File: src/rtl/smg_pkg.sv
// Shared constants and types for the 4-digit 7-segment display sequencer.
// Segment codes are active-low {dp,g,f,e,d,c,b,a} with the dp bit off.
// Covers the decoder, the blank/show slot states and the all-off drive values.
package smg_pkg;

    localparam logic [7:0] SEG_0   = 8'hC0;
    localparam logic [7:0] SEG_1   = 8'hF9;
    localparam logic [7:0] SEG_2   = 8'hA4;
    localparam logic [7:0] SEG_3   = 8'hB0;
    localparam logic [7:0] SEG_4   = 8'h99;
    localparam logic [7:0] SEG_5   = 8'h92;
    localparam logic [7:0] SEG_6   = 8'h82;
    localparam logic [7:0] SEG_7   = 8'hF8;
    localparam logic [7:0] SEG_8   = 8'h80;
    localparam logic [7:0] SEG_9   = 8'h90;
    localparam logic [7:0] SEG_A   = 8'h88;
    localparam logic [7:0] SEG_B   = 8'h83;
    localparam logic [7:0] SEG_C   = 8'hC6;
    localparam logic [7:0] SEG_D   = 8'hA1;
    localparam logic [7:0] SEG_E   = 8'h86;
    localparam logic [7:0] SEG_F   = 8'h8E;
    localparam logic [7:0] SEG_OFF = 8'hFF;
    localparam logic [3:0] SCAN_OFF = 4'b1111;

    typedef enum logic {ST_BLANK, ST_SHOW} slot_st_t;

endpackage

File: src/rtl/smg_seg_decode.sv
// Hex nibble plus decimal point to active-low 7-segment code.
// Latency: purely combinational.
// Backpressure: none, no handshake.
module smg_seg_decode
    import smg_pkg::*;
(
    input  logic [3:0] nib,
    input  logic       dp,
    output logic [7:0] seg
);

    logic [7:0] code;

    always_comb begin
        code = SEG_OFF;
        case (nib)
            4'h0: code = SEG_0;
            4'h1: code = SEG_1;
            4'h2: code = SEG_2;
            4'h3: code = SEG_3;
            4'h4: code = SEG_4;
            4'h5: code = SEG_5;
            4'h6: code = SEG_6;
            4'h7: code = SEG_7;
            4'h8: code = SEG_8;
            4'h9: code = SEG_9;
            4'hA: code = SEG_A;
            4'hB: code = SEG_B;
            4'hC: code = SEG_C;
            4'hD: code = SEG_D;
            4'hE: code = SEG_E;
            4'hF: code = SEG_F;
            default: code = SEG_OFF;
        endcase
        seg = dp ? (code & 8'h7F) : code;
    end

endmodule

File: src/rtl/smg_display_ctrl.sv
// 4-digit multiplexed 7-segment scan sequencer; SMG_LZS_EN adds leading-zero suppression.
// Latency: pin outputs registered, one cycle behind the slot counter.
// Backpressure: DataReady low while an update is pending; it is applied at the next frame end.
module smg_display_ctrl
    import smg_pkg::*;
#(
    parameter int T1MS      = 500_000,
    parameter int BLANK_CYC = 1_000
)(
    input  logic        CLK,
    input  logic        RSTn,
    input  logic        Enable,
    input  logic        DataValid,
    output logic        DataReady,
    input  logic [15:0] DataIn,
    input  logic [3:0]  DpIn,
    input  logic [3:0]  BlankIn,
    output logic [3:0]  ScanSig,
    output logic [7:0]  SegSig,
    output logic        FrameDone
);

    localparam int              CW       = (T1MS > 1) ? $clog2(T1MS) : 1;
    localparam logic [CW-1:0]   CNT_LAST = CW'(T1MS - 1);
    localparam logic [CW-1:0]   CNT_SHOW = CW'(BLANK_CYC);
    localparam slot_st_t        ST_START = (BLANK_CYC == 0) ? ST_SHOW : ST_BLANK;

    logic [CW-1:0] cnt_q, cnt_d;
    logic [1:0]    slot_q, slot_d;
    slot_st_t      st_q, st_d;
    logic          frame_end;

    logic [15:0]   act_dat, pend_dat;
    logic [3:0]    act_dp, pend_dp, act_blank, pend_blank;
    logic          pend_full;

    logic [3:0]    lzs;
    logic [3:0]    dig;
    logic          dig_dp;
    logic [7:0]    dec_seg;
    logic [3:0]    scan_d;
    logic [7:0]    seg_d;

    // Slot sequencer: counter wrap moves to the next digit, blank window opens each slot.
    always_comb begin
        cnt_d     = cnt_q;
        slot_d    = slot_q;
        st_d      = st_q;
        frame_end = 1'b0;
        if (!Enable) begin
            cnt_d  = '0;
            slot_d = 2'd3;
            st_d   = ST_START;
        end else if (cnt_q == CNT_LAST) begin
            cnt_d     = '0;
            slot_d    = slot_q - 2'd1;
            st_d      = ST_START;
            frame_end = (slot_q == 2'd0);
        end else begin
            cnt_d = cnt_q + 1'b1;
            if (cnt_d == CNT_SHOW) begin
                st_d = ST_SHOW;
            end
        end
    end

    always_ff @(posedge CLK or negedge RSTn) begin
        if (!RSTn) begin
            cnt_q  <= '0;
            slot_q <= 2'd3;
            st_q   <= ST_START;
        end else begin
            cnt_q  <= cnt_d;
            slot_q <= slot_d;
            st_q   <= st_d;
        end
    end

`ifdef SMG_LZS_EN
    // Digit 0 always shows so a zero value still reads "0".
    assign lzs[3] = (act_dat[15:12] == 4'h0);
    assign lzs[2] = lzs[3] && (act_dat[11:8] == 4'h0);
    assign lzs[1] = lzs[2] && (act_dat[7:4] == 4'h0);
    assign lzs[0] = 1'b0;
`else
    assign lzs = 4'b0000;
`endif

    assign dig    = act_dat[{slot_q, 2'b00} +: 4];
    assign dig_dp = act_dp[slot_q];

    smg_seg_decode u_dec (
        .nib (dig),
        .dp  (dig_dp),
        .seg (dec_seg)
    );

    always_comb begin
        scan_d = SCAN_OFF;
        seg_d  = SEG_OFF;
        if (Enable && st_q == ST_SHOW) begin
            scan_d = ~(4'b0001 << slot_q);
            if (act_blank[slot_q]) begin
                seg_d = SEG_OFF;
            end else if (lzs[slot_q]) begin
                seg_d = {~dig_dp, 7'h7F};
            end else begin
                seg_d = dec_seg;
            end
        end
    end

    // Pending -> active only at frame end, or at once while the scan is stopped.
    always_ff @(posedge CLK or negedge RSTn) begin
        if (!RSTn) begin
            act_dat    <= '0;
            act_dp     <= '0;
            act_blank  <= '0;
            pend_dat   <= '0;
            pend_dp    <= '0;
            pend_blank <= '0;
            pend_full  <= 1'b0;
        end else if (pend_full && (frame_end || !Enable)) begin
            act_dat   <= pend_dat;
            act_dp    <= pend_dp;
            act_blank <= pend_blank;
            pend_full <= 1'b0;
        end else if (DataValid && !pend_full) begin
            pend_dat   <= DataIn;
            pend_dp    <= DpIn;
            pend_blank <= BlankIn;
            pend_full  <= 1'b1;
        end
    end

    assign DataReady = ~pend_full;

    always_ff @(posedge CLK or negedge RSTn) begin
        if (!RSTn) begin
            ScanSig   <= SCAN_OFF;
            SegSig    <= SEG_OFF;
            FrameDone <= 1'b0;
        end else begin
            ScanSig   <= scan_d;
            SegSig    <= seg_d;
            FrameDone <= frame_end;
        end
    end

endmodule

File: config.mk
export PLATFORM = sky130hd
export DESIGN_NAME = smg_display_ctrl
export DESIGN_NICKNAME = d
export VERILOG_FILES = /design/src/rtl/smg_pkg.sv /design/src/rtl/smg_seg_decode.sv /design/src/rtl/smg_display_ctrl.sv
export SDC_FILE = /design/constraint.sdc
export NUM_CORES = 1
export LEC_CHECK = 0
export CAP_MARGIN = 40
export CORE_MARGIN = 10
export CORE_UTILIZATION = 30
export DETAILED_ROUTE_END_ITERATION = 8
export PLACE_DENSITY = 0.52
export SYNTH_ARGS = -nofsm -noshare
export SYNTH_HDL_FRONTEND = slang
export SYNTH_SLANG_ARGS = --single-unit
File: constraint.sdc
create_clock -name CLK -period 3.39 [get_ports CLK]
set_input_delay 0.8475 -clock CLK [delete_from_list [all_inputs] [get_ports CLK]]
set_output_delay 0.8475 -clock CLK [all_outputs]
set_load 0.02 [all_outputs]
==> metrics.cfg <==
[synth]
ys_types=55
synth_top_area_share_pct=43.6
synth_area_leaders=dfrtp_1 (44%), dfstp_2 (9.2%), mux2_2 (8.4%), mux2_4 (7.1%), ha_1 (3.4%)
synth_seq_area_share_pct=52.8
ys_warn_count=0
ys_seq_elements=84
async_flop_share_pct=100
synth_area_mm2=0.00402
synth_flop_cell=dfrtp_1
synth_top_cell_by_area=dfrtp_1
syn_area_per_cell_um2=13.0
synth_nets=349
netlist_instances=310
synth-edff-count=0

[worst_hold_path]
hold_path_class=in -> async

[die]
die_area_mm2=0.0184
start_util_pct=30.4
ios=42
die_w_um=136
die_height_um=136
core_area_mm2=0.0132
row_count=42

[critical_path]
worst-r2r-setup-slack_ns=1.16
cp.arrival_ns=1.48
r2r_start=cnt_q[0]$_DFF_PN0_
crit_chain=inv_1 -> clkdlybuf4s50_1
regToRegEndpoint=st_q$_DFFE_PN0P_
rr_worst_depth=6
cp.required_ns=2.54
crit_path_top_delay_cell=clkdlybuf4s50_1
crit_type=reg -> out
critPathMaxFanout=4
end_kind=output port
slowest_delay_ns=0.61
startpoint_type=register

[clock_tree]
clk_pin_slew_worst_paths_ns=0.07
clock_latency_ns=0.35
cts_root_buffer=clkbuf_16
numCtsBuffers=9
clock_sinks=84
tritoncts=yes
htreeDepth=3
hold_buffers=0
post-cts-setup-buffers=0
clockBufferDepth=2
cts_resized=0

[route]
dr_total_vias=2448
first_pass_iters=4
postRouteAntennaNets=0
routed_wl_um=7630
post_drt_wl_per_cell_um=14.3
drtIter0Drc=184
drc=0
routed_via_density=4.58

[final_layout]
stdcell_count=534
area_growth_pct=22.7
layout_common_cells=dfrtp_1 (70), clkdlybuf4s50_1 (40), mux2_2 (30)
layout_commonest_cell=dfrtp_1
nNetsFinal=392
antenna_cells=0
final_util_pct=37.4
drive_above_1_share_pct=29.9

[timing]
fin_crit_sh_pct=68.6
max_freq_mhz=430
relSlewSlack_pct=46.4
timing.hold.ws_ns=0.413
period_needed_ns=2.33
worst_pin_slew_ns=0.804
setup_viol=0
finalHoldViolations=0
timing.final.ws_setup_ns=1.06
fin_setup_tns_ns=0
drv_slew=0
rsz0062_at_grt=no
fin_skew_ns=0.0136

[flow_run]
max_cap_viol_count=0

[global_route]
grt.total_usage_pct=8.94
grt_max_degree=59
first_global_vias=2514
overflow=0
grt_antenna_before_repair=0
grt_pass1_wl_um=13000

[placement]
place_ws_ns=0.852
dpl.hpwl_um=5410
routabilityCongestion=0.757
placed_cells=518
io_buffers=41

[pwr]
vdd_ir_drop_max_uv=261
p_per_area_mw_per_mm2=596
p_leak_nw=2.07

[status]
status=complete, no violations

[worst max path at each step]
stage	from	to	slack [ns]	cells after the start
after floorplan	slot_q[1]$_DFFE_PN1P_	act_blank[3]$_DFFE_PN0P_	1.30	8
after global placement	Enable	act_dat[2]$_DFFE_PN0P_	0.91	5
after detailed placement	Enable	SegSig[4]$_DFF_PN1_	0.85	4
after CTS	pend_full$_DFFE_PN0P_	DataReady	1.01	2
after global routing	Enable	SegSig[6]$_DFF_PN1_	0.96	4
final	pend_full$_DFFE_PN0P_	DataReady	1.06	2
[final cells by class]
type / instances / area (um^2)
Fill cell: 1247 / 8260
Sequential cell: 84 / 2120
Multi-Input combinational cell: 201 / 1780
Timing Repair Buffer: 46 / 465
Clock buffer: 9 / 225
Tap cell: 176 / 220
Clock inverter: 7 / 80.1
Inverter: 11 / 41.3
[stage by stage]
stage	total power, mW	instance area, um^2
finish	2.94	4930
global route	3.11	4930
CTS	2.98	4930
detailed placement	1.95	4620
global placement	1.93	4590
floorplan	1.77	4020
[flip-flops by register name, summed over array words and instances (netlist names)]
name,cells
pend_full,1
SegSig,8
act_dat,16
cnt_q,19
act_dp,4
ScanSig,4
slot_q,2
pend_dp,4
FrameDone,1
pend_blank,4
pend_dat,16
st_q,1
act_blank,4
[report_power, final]
part	switching [mW]	internal (mW)
registers	0.119	1.21
logic	0.239	0.362
clock network	0.427	0.582
[critical path: cells and delay by family (launching register included)]
| kind | cells | cell delay (ns) |
|---|---|---|
| buf+inv | 2 | 0.71 |
| flops | 1 | 0.43 |
[kinds of logic (layout without fill, tap and decap cells)]
family | after synthesis | in the layout | share of synthesized area, %
muxes | 56 | 56 | 19.1
buffers and inverters | 25 | 73 | 3.05
DFF | 84 | 84 | 52.8
xor gates and xnor gates | 16 | 16 | 3.49
adders and majority gates | 11 | 11 | 3.43
and+or+nand+nor | 85 | 85 | 12.7
AOI/OAI and AO/OA | 33 | 33 | 5.45
[synth_stat cells (2+ instances only)]
cell type and instances:
dfrtp_1 70, mux2_2 30, nor2_1 22, mux2_4 19
nand2_1 18, dfstp_2 14, ha_1 11, inv_1 11
xor2_1 10, o21ai_0 9, a21oi_1 7, mux4_2 6
nand3_1 6, nand4_1 6, xnor2_1 6, buf_2 5
clkbuf_1 5, o221ai_1 5, and4_4 3, nor2b_1 3
and3_1 2, and3_2 2, buf_4 2, buf_6 2
nor3_1 2, nor4_1 2, o21ai_2 2, or3_1 2
or3_2 2
[metal layers]
metal / global-route usage (%) / vias up / routed length (um)
met5: 0 / - / 0
met2: 12.9 / 43 / 3460
met3: 2.41 / 10 / 267
met4: 5.08 / 0 / 158
met1: 11.8 / 1203 / 3750
li1: - / 1192 / -
Power figures use the tool's default switching activity.
